**src/rtl/wdata_burst_reader.sv**
```systemverilog
// -----------------------------------------------------------------------------
// wdata_burst_reader
//
// Drains one write burst from the write-data sync_fifo per accepted command and
// hands the beats to the PHY write-data path. Popped beats land in a 2-entry
// output buffer, so popping and downstream backpressure are decoupled while
// still sustaining one beat per cycle.
//
// Parameters
//   DATA_W          beat width (must match the FIFO data width)
//   LEN_W           burst length field width; max burst is 2**LEN_W beats
//
// Ports
//   clk, rst_n      clock, asynchronous active-low reset
//   cmd_valid_i     burst command valid
//   cmd_len_i       burst length minus one
//   cmd_ready_o     command accepted when high together with cmd_valid_i
//   fifo_rd_ready_i FIFO head valid
//   fifo_data_i     FIFO head beat
//   fifo_rd_o       pop strobe to the FIFO
//   wdata_o         output beat (buffer head)
//   wdata_valid_o   output beat valid
//   wdata_last_o    output beat is the final beat of the burst
//   wdata_ready_i   downstream accepts the beat
//   busy_o          burst in progress
//   done_o          one-cycle pulse after the last beat handshake
// -----------------------------------------------------------------------------
module wdata_burst_reader #(
  parameter int DATA_W = 64,
  parameter int LEN_W  = 4
) (
  input  logic              clk,
  input  logic              rst_n,
  input  logic              cmd_valid_i,
  input  logic [LEN_W-1:0]  cmd_len_i,
  output logic              cmd_ready_o,
  input  logic              fifo_rd_ready_i,
  input  logic [DATA_W-1:0] fifo_data_i,
  output logic              fifo_rd_o,
  output logic [DATA_W-1:0] wdata_o,
  output logic              wdata_valid_o,
  output logic              wdata_last_o,
  input  logic              wdata_ready_i,
  output logic              busy_o,
  output logic              done_o
);

  typedef enum logic {
    S_IDLE = 1'b0,
    S_RUN  = 1'b1
  } state_t;

  state_t              r_state;
  state_t              w_state_nxt;

  logic [LEN_W-1:0]    r_len;
  logic [LEN_W:0]      r_pop_cnt;   // one extra bit: counts up to 2**LEN_W pops
  logic [LEN_W:0]      r_out_cnt;
  logic [DATA_W-1:0]   r_buf [2];
  logic                r_head;
  logic                r_tail;
  logic [1:0]          r_occ;
  logic                r_done;

  logic                w_cmd_hs;
  logic                w_pop;
  logic                w_buf_valid;
  logic                w_out_hs;
  logic                w_last;
  logic                w_more_pops;

  assign w_buf_valid = (r_occ != 2'd0);
  assign w_last      = w_buf_valid & (r_out_cnt == {1'b0, r_len});
  assign w_out_hs    = w_buf_valid & wdata_ready_i;
  assign w_more_pops = (r_pop_cnt <= {1'b0, r_len});
  assign w_cmd_hs    = cmd_valid_i & cmd_ready_o;
  assign w_pop       = fifo_rd_o & fifo_rd_ready_i;

  // ---------------------------------------------------------------------------
  // FSM: state register
  // ---------------------------------------------------------------------------
  // NOTE: sequential state is always updated with non-blocking assignments so
  // every flop samples the pre-edge values regardless of process ordering.
  always_ff @(posedge clk or negedge rst_n) begin
    if (!rst_n) begin
      r_state <= S_IDLE;
    end else begin
      r_state <= w_state_nxt;
    end
  end

  // ---------------------------------------------------------------------------
  // FSM: next-state logic
  // ---------------------------------------------------------------------------
  // NOTE: every variable written in a combinational process gets a default
  // first, otherwise an unassigned path infers a latch.
  always_comb begin
    w_state_nxt = r_state;
    unique case (r_state)
      S_IDLE: if (cmd_valid_i)         w_state_nxt = S_RUN;
      S_RUN:  if (w_out_hs && w_last)  w_state_nxt = S_IDLE;
      default:                         w_state_nxt = S_IDLE;
    endcase
  end

  // ---------------------------------------------------------------------------
  // FSM: outputs
  // ---------------------------------------------------------------------------
  // A pop is allowed when the buffer has room, or when the head leaves in the
  // same cycle so the freed slot is refilled without a bubble.
  always_comb begin
    cmd_ready_o   = 1'b0;
    busy_o        = 1'b0;
    fifo_rd_o     = 1'b0;
    unique case (r_state)
      S_IDLE: cmd_ready_o = 1'b1;
      S_RUN: begin
        busy_o    = 1'b1;
        fifo_rd_o = fifo_rd_ready_i & w_more_pops &
                    ((r_occ < 2'd2) | w_out_hs);
      end
      default: ;
    endcase
    wdata_o       = r_buf[r_head];
    wdata_valid_o = w_buf_valid;
    wdata_last_o  = w_last;
    done_o        = r_done;
  end

  // ---------------------------------------------------------------------------
  // Datapath: burst bookkeeping and 2-entry output buffer
  // ---------------------------------------------------------------------------
  // NOTE: the two buffer entries are reset because wdata_o exposes the head
  // directly and must read zero out of reset; a deep memory would not be reset.
  always_ff @(posedge clk or negedge rst_n) begin
    if (!rst_n) begin
      r_len     <= '0;
      r_pop_cnt <= '0;
      r_out_cnt <= '0;
      r_buf[0]  <= '0;
      r_buf[1]  <= '0;
      r_head    <= 1'b0;
      r_tail    <= 1'b0;
      r_occ     <= 2'd0;
      r_done    <= 1'b0;
    end else begin
      r_done <= (r_state == S_RUN) & w_out_hs & w_last;

      if (w_cmd_hs) begin
        r_len     <= cmd_len_i;
        r_pop_cnt <= '0;
        r_out_cnt <= '0;
      end

      if (w_pop) begin
        r_buf[r_tail] <= fifo_data_i;
        r_tail        <= ~r_tail;
        r_pop_cnt     <= r_pop_cnt + 1'b1;
      end

      if (w_out_hs) begin
        r_head    <= ~r_head;
        r_out_cnt <= r_out_cnt + 1'b1;
      end

      // Simultaneous pop and drain leaves the occupancy unchanged.
      unique case ({w_pop, w_out_hs})
        2'b10:   r_occ <= r_occ + 2'd1;
        2'b01:   r_occ <= r_occ - 2'd1;
        default: r_occ <= r_occ;
      endcase
    end
  end

endmodule

```
**config.mk**
```make
export PLATFORM = sky130hd
export DESIGN_NAME = wdata_burst_reader
export DESIGN_NICKNAME = d
export VERILOG_FILES = /design/src/rtl/wdata_burst_reader.sv
export SDC_FILE = /design/constraint.sdc
export NUM_CORES = 1
export LEC_CHECK = 0
export CELL_PAD_IN_SITES_DETAIL_PLACEMENT = 0
export CELL_PAD_IN_SITES_GLOBAL_PLACEMENT = 1
export CORE_MARGIN = 2
export CORE_UTILIZATION = 37
export DETAILED_ROUTE_END_ITERATION = 7
export GPL_ROUTABILITY_DRIVEN = 0
export HOLD_SLACK_MARGIN = 0.12
export PLACE_DENSITY = 0.71
export SETUP_SLACK_MARGIN = 0.1
export SLEW_MARGIN = 20
export SYNTH_ARGS = -nofsm -noshare
export SYNTH_HDL_FRONTEND = slang
export SYNTH_SLANG_ARGS = --single-unit
```
**constraint.sdc**
```tcl
create_clock -name clk -period 2.2 [get_ports clk]
set_input_delay 0.44 -clock clk [delete_from_list [all_inputs] [get_ports clk]]
set_output_delay 0.44 -clock clk [all_outputs]
set_load 0.02 [all_outputs]
```
Yosys cells after proc, flatten, opt, wreduce, memory -nomap -nowiden
Index checks and enable logic that the tools add are counted.

word-level totals
  RAM bits = 0
  latch bits = 0
  memories kept = 0
  output and inout port bits = 70
  logic and storage cells = 58
  memory bits (read-only) = 0
  register bits after elaboration = 148
  bits of input ports = 73

operators by class
  multiplexer cells = 16
  order comparisons = 5
  reduce and logical (&&, ||, !) cells = 6
  shift-type cells = 0
  equality and inequality tests = 3
  $mul = 0
  add/sub/neg operators = 4
  divide/modulo/power cells = 0
  bitwise logic cells = 14

operators by type and width
  kind                 number
  $mux 64              4
  $bwmux 128           1
  $demux 64 s1         1
  $mux 5               3
  $add 5x1->5 const B  2
  $and 1x1->1          8
  $reduce_bool 2->1    4
  $eq 5x4->1           1
  $le 5x4->1           1
  $mux 1               5
  $ge 2x2->1 const B   2
  $not 1->2            2
  $pmux 2 s2           1
  $not 1->1            3
  $add 2x1->2 const B  1
  $eq 2x1->1 const B   1
  $eq 2x2->1 const B   1
  $logic_and 1x1->1    2
  $lt 2x1->1 const B   1
  $lt 2x2->1 const B   1
  $pmux 1 s2           1
  $sub 2x1->2 const B  1
  $or 1x1->1           1

Longest topological paths before layout
  depth in word-level cells = 8
  depth in mapped cells = 10
  depth with buffers taken out = 10

Worst setup path after synthesis
OpenSTA, ideal clock, no wires.

  path type = register to register
  from = register r_len[3]
  to = register r_occ[1]
  data required time = 2121 ps
  path slack = -122 ps
  clock period less this slack = 2322 ps
  library setup time = 79 ps
  cell stages (with the launch flop) = 10
  arrival time = 2243 ps
  buffers on the path = 0
  cell sequence = dfrtp_1 inv_1 ha_1 a21oi_1 a31oi_1 nor2_1 inv_1 ha_1 nor2_1 xor2_1

on the way
  longest elaborated chain between the ends = 7
  elaborated cells between the ends (all ways) = 9
  classes of those cells = order compare: 1; eq/ne: 2; mux: 2; bitwise: 3; reduce/logical: 1

ends and longest elaborated chain
  element                                                 RTL line  text
  start, declared                                         56        logic [LEN_W-1:0] r_len;
  start signal, assigned                                  150       r_len <= cmd_len_i;
  $le 5x4->1 (*)                                          75        assign w_more_pops = (r_pop_cnt <= {1'b0, r_len});
  $and 1x1->1 (*) (2 in a row)                            119       fifo_rd_o = fifo_rd_ready_i & w_more_pops &
  $mux 1 (*)                                              115       unique case (r_state)
  named net fifo_rd_o                                     39        output logic fifo_rd_o,
  $and 1x1->1 (*)                                         77        assign w_pop = fifo_rd_o & fifo_rd_ready_i;
  $eq 2x1->1 / $eq 2x2->1 (equally long branches)         167       unique case ({w_pop, w_out_hs})
  $pmux 2 s2 / $reduce_bool 2->1 (equally long branches)  -
  end signal, assigned                                    168       2'b10: r_occ <= r_occ + 2'd1;
  end signal, assigned                                    169       2'b01: r_occ <= r_occ - 2'd1;
  end signal, assigned                                    170       default: r_occ <= r_occ;
  end, declared                                           62        logic [1:0] r_occ;

Mark *: on every way through the listed nets, which the timed path passes. The rest lies on a longest branch.
A chain may end at the register's enable or synchronous reset.

Worst setup path in the final report
  from = register r_pop_cnt[3]
  to = register r_buf[100] (netlist bit)

on the way
  longest elaborated chain between the ends = 5

ends and longest elaborated chain
  element                        RTL line  text
  start, declared                57        logic [LEN_W:0] r_pop_cnt;
  start signal, assigned         158       r_pop_cnt <= r_pop_cnt + 1'b1;
  $le 5x4->1                     75
  $and 1x1->1 (2 in a row)       119
  $mux 1                         115
  $and 1x1->1                    77
  end signal, assigned by index  156       r_buf[r_tail] <= fifo_data_i;
  end, declared                  59        logic [DATA_W-1:0] r_buf [2];

No other way between the ends.

==> flow_summary.ini <==
[finish]
multi_input_area_sq_um = 3320
final_cells = 888
area_delta_synth_final_pct = 57.5
seqCellArea_sq_um = 3700
drive_above_1_share = 0.570
antenna_cells = 0
nFillCells = 1341
nets = 730

[worst_setup_path]
arrival_ps = 2560
crit_fanout = 7
worstPathRequired_ps = 2510
r2r_start = r_pop_cnt[3]
cp-end-kind = register
startpoint = r_pop_cnt[3]
r2r_cells = 10
crit_end = r_buf[100]
worstSetupPathType = reg -> reg
critPathLaunchType = register
rrSetupSlack_ps = -50
r2r_end = r_buf[100]

[clock_network]
cts_tree = done
cts-root-buf = clkbuf_16
cts.clk_slew.worst_paths_ps = 60
max-clock-path-buffers = 2
clk-insertion-delay-late_ps = 430
h-tree-depth = 4
numCtsBuffers = 17
clock-sinks = 148

[yosys]
syn_inst = 445
syn_area_sq_um = 6570
syn_area_per_cell_sq_um = 14.8
seq_area_frac_synth = 0.564
ys_warn_count = 0
synthesis.nets = 525
ys_types = 29
yosys_register_bits = 148

[timing]
worst_pin_slew_ps = 589
fmax_mhz = 445
finalSetupViolCount = 51
fin_skew_ps = 6.85
slew_headroom = 0.608
fin_crit_sh = 1.02
rsz0062_at_grt = true
slew_violations = 0
period_needed_ps = 2250
setup_ws_ps = -46.3
hold_viol_final = 0

[routing]
drc = 0
avgViaCountPerCell = 4.95
routed_wl_um = 16800
dr.pass1.iters = 4
wire_per_inst_um = 18.9
postRouteAntennaNets = 0
drt_iter0_markers = 98
vias = 4396

[power]
p_per_area_nw_per_um2 = 1920
peakVddDrop_mv = 0.859
p_leak_nw = 4.81

[die]
initial_core_util = 0.379
dieArea_sq_um = 18800
std_cell_rows = 48
die_y_um = 137
coreArea_sq_um = 17400
pin_count = 143
die_width_um = 137

[run_status]
violations = setup timing
run_status = finished, violations left

[placement]
place_worst_setup_slack_ps = -231
place_inst = 821
numPortBuffers = 142
dp_hpwl_um = 9880

[job]
maxCapViolCount = 0

[global_route]
grt_max_degree = 61
gr-total-overflow = 0
grt_pass1_vias = 4725
grtUsageTotal = 0.179
antenna_found_initial = 0
grt_pass1_wl_um = 25600

[min_path]
hold_path.class = reg -> reg
## cell type report
class | instances | share of cell area
Sequential cell | 148 | 0.358
Multi-Input combinational cell | 269 | 0.321
Timing Repair Buffer | 207 | 0.231
Clock buffer | 19 | 0.0438
Tap cell | 225 | 0.0272
Clock inverter | 13 | 0.0166
Inverter | 7 | 0.00254
## worst min path at each step
| stage | from | to | slack (ps) | cells past startpoint |
|---|---|---|---|---|
| floorplan | rst_n | done_o | 140 | 0 |
| global placement | rst_n | r_buf[20] | 460 | 1 |
| detailed placement | rst_n | r_buf[84] | 460 | 1 |
| CTS | r_buf[80] | r_buf[80] | 490 | 1 |
| global route | r_buf[29] | r_buf[29] | 520 | 1 |
| finish | r_buf[43] | r_buf[43] | 510 | 1 |
## per-stage QoR
step           setup TNS, ps  power, mW  hold slack, ps   util  cell area, sq um
5_1_grt                -6690       21.0             516  0.596             10300
3_3_place_gp          -13680       13.6             464  0.493              8550
4_1_cts                 -307       18.1             494  0.555              9630
6_report               -1260       19.9             506  0.596             10300
2_1_floorplan              0       10.3             144      -              6590
3_5_place_dp          -13090       13.9             462  0.493              8550
## layer usage
layer  track usage  vias to the layer above  share of wire
li1              -                     2008              -
met1         0.224                     2258           0.44
met2         0.294                      110           0.48
met3        0.0578                       20          0.066
met4        0.0567                        0          0.012
met5             0                        -              0
## critical path, cell delays in order, from the launching register on
cell and delay (ps):
dfrtp_1 410, ha_4 270, buf_4 140, a21oi_4 160, a31oi_4 120, buf_6 140
nor3_4 140, buf_12 180, buf_12 120, buf_12 130, mux2_4 300
## placed cells by master (no fill, tap or decap), types with 2 or more instances in the layout
master and instances:
buf_12 19, buf_16 6, buf_2 13, buf_4 31
buf_6 55, bufinv_16 3, clkbuf_16 23, clkbuf_8 2
clkdlybuf4s50_1 73, clkinv_4 3, clkinvlp_4 2, dfrtp_1 147
ha_1 4, ha_4 3, inv_1 5, inv_2 2
inv_6 4, mux2_2 67, mux2_4 129, mux2i_1 2
nand2_1 10, nand3_1 11, nand4b_1 2, nor2_1 3
nor2b_1 2, nor3_4 2, o21ai_0 8, xnor2_1 5
xnor2_2 3, xor2_1 4
## cell usage after synthesis, drive strengths merged
cell type	count	area, sq um
buf	12	97.6
xnor2	8	70.1
nor2	4	15.0
ha	7	87.6
or2	1	6.26
a31oi	2	12.5
nand4b	2	17.5
and3	1	6.26
inv	7	26.3
and4	1	8.76
xor2	4	35.0
nand3	13	70.1
and4b	1	10.0
mux2	196	2210
dfrtp	148	3700
a21oi	2	10.0
o21ai	8	40.0
nand2b	1	6.26
mux2i	2	20.0
nor2b	2	12.5
a31o	1	8.76
nand2	10	37.5
clkbuf	9	33.8
o211ai	1	7.51
nor3	2	21.3
## sequential cells by signal (all words and copies together) (netlist names)
signal,cells
r_head,1
r_occ,2
r_tail,1
r_len,4
r_buf,128
done_o,1
r_state,1
r_out_cnt,5
r_pop_cnt,5
## report_power, final
group          internal (mW)  switching (mW)
Combinational           7.17            4.70
Clock                   1.86            1.18
Sequential              4.16           0.827
## timing repair
item | 4_1_cts | 5_1_grt
pin swaps | 5 | 10
endpoints found under the hold margin | 57 | 0
gates cloned | 7 | 6
setup buffers | 15 | 8
gates resized for setup | 381 | 151
hold buffers | 1 | 0
endpoints found under the setup margin | 136 | 157
## cell families (layout without fill, tap and decap cells)
kind of cell | Yosys count | after routing | synth area share
mux | 198 | 198 | 0.339
flops | 148 | 148 | 0.564
simple gates | 38 | 38 | 0.0322
buf+inv | 28 | 246 | 0.0240
compound gates | 14 | 14 | 0.0120
xor+xnor | 12 | 12 | 0.0160
fa+ha+maj | 7 | 7 | 0.0133
Power figures use the tool's default switching activity.
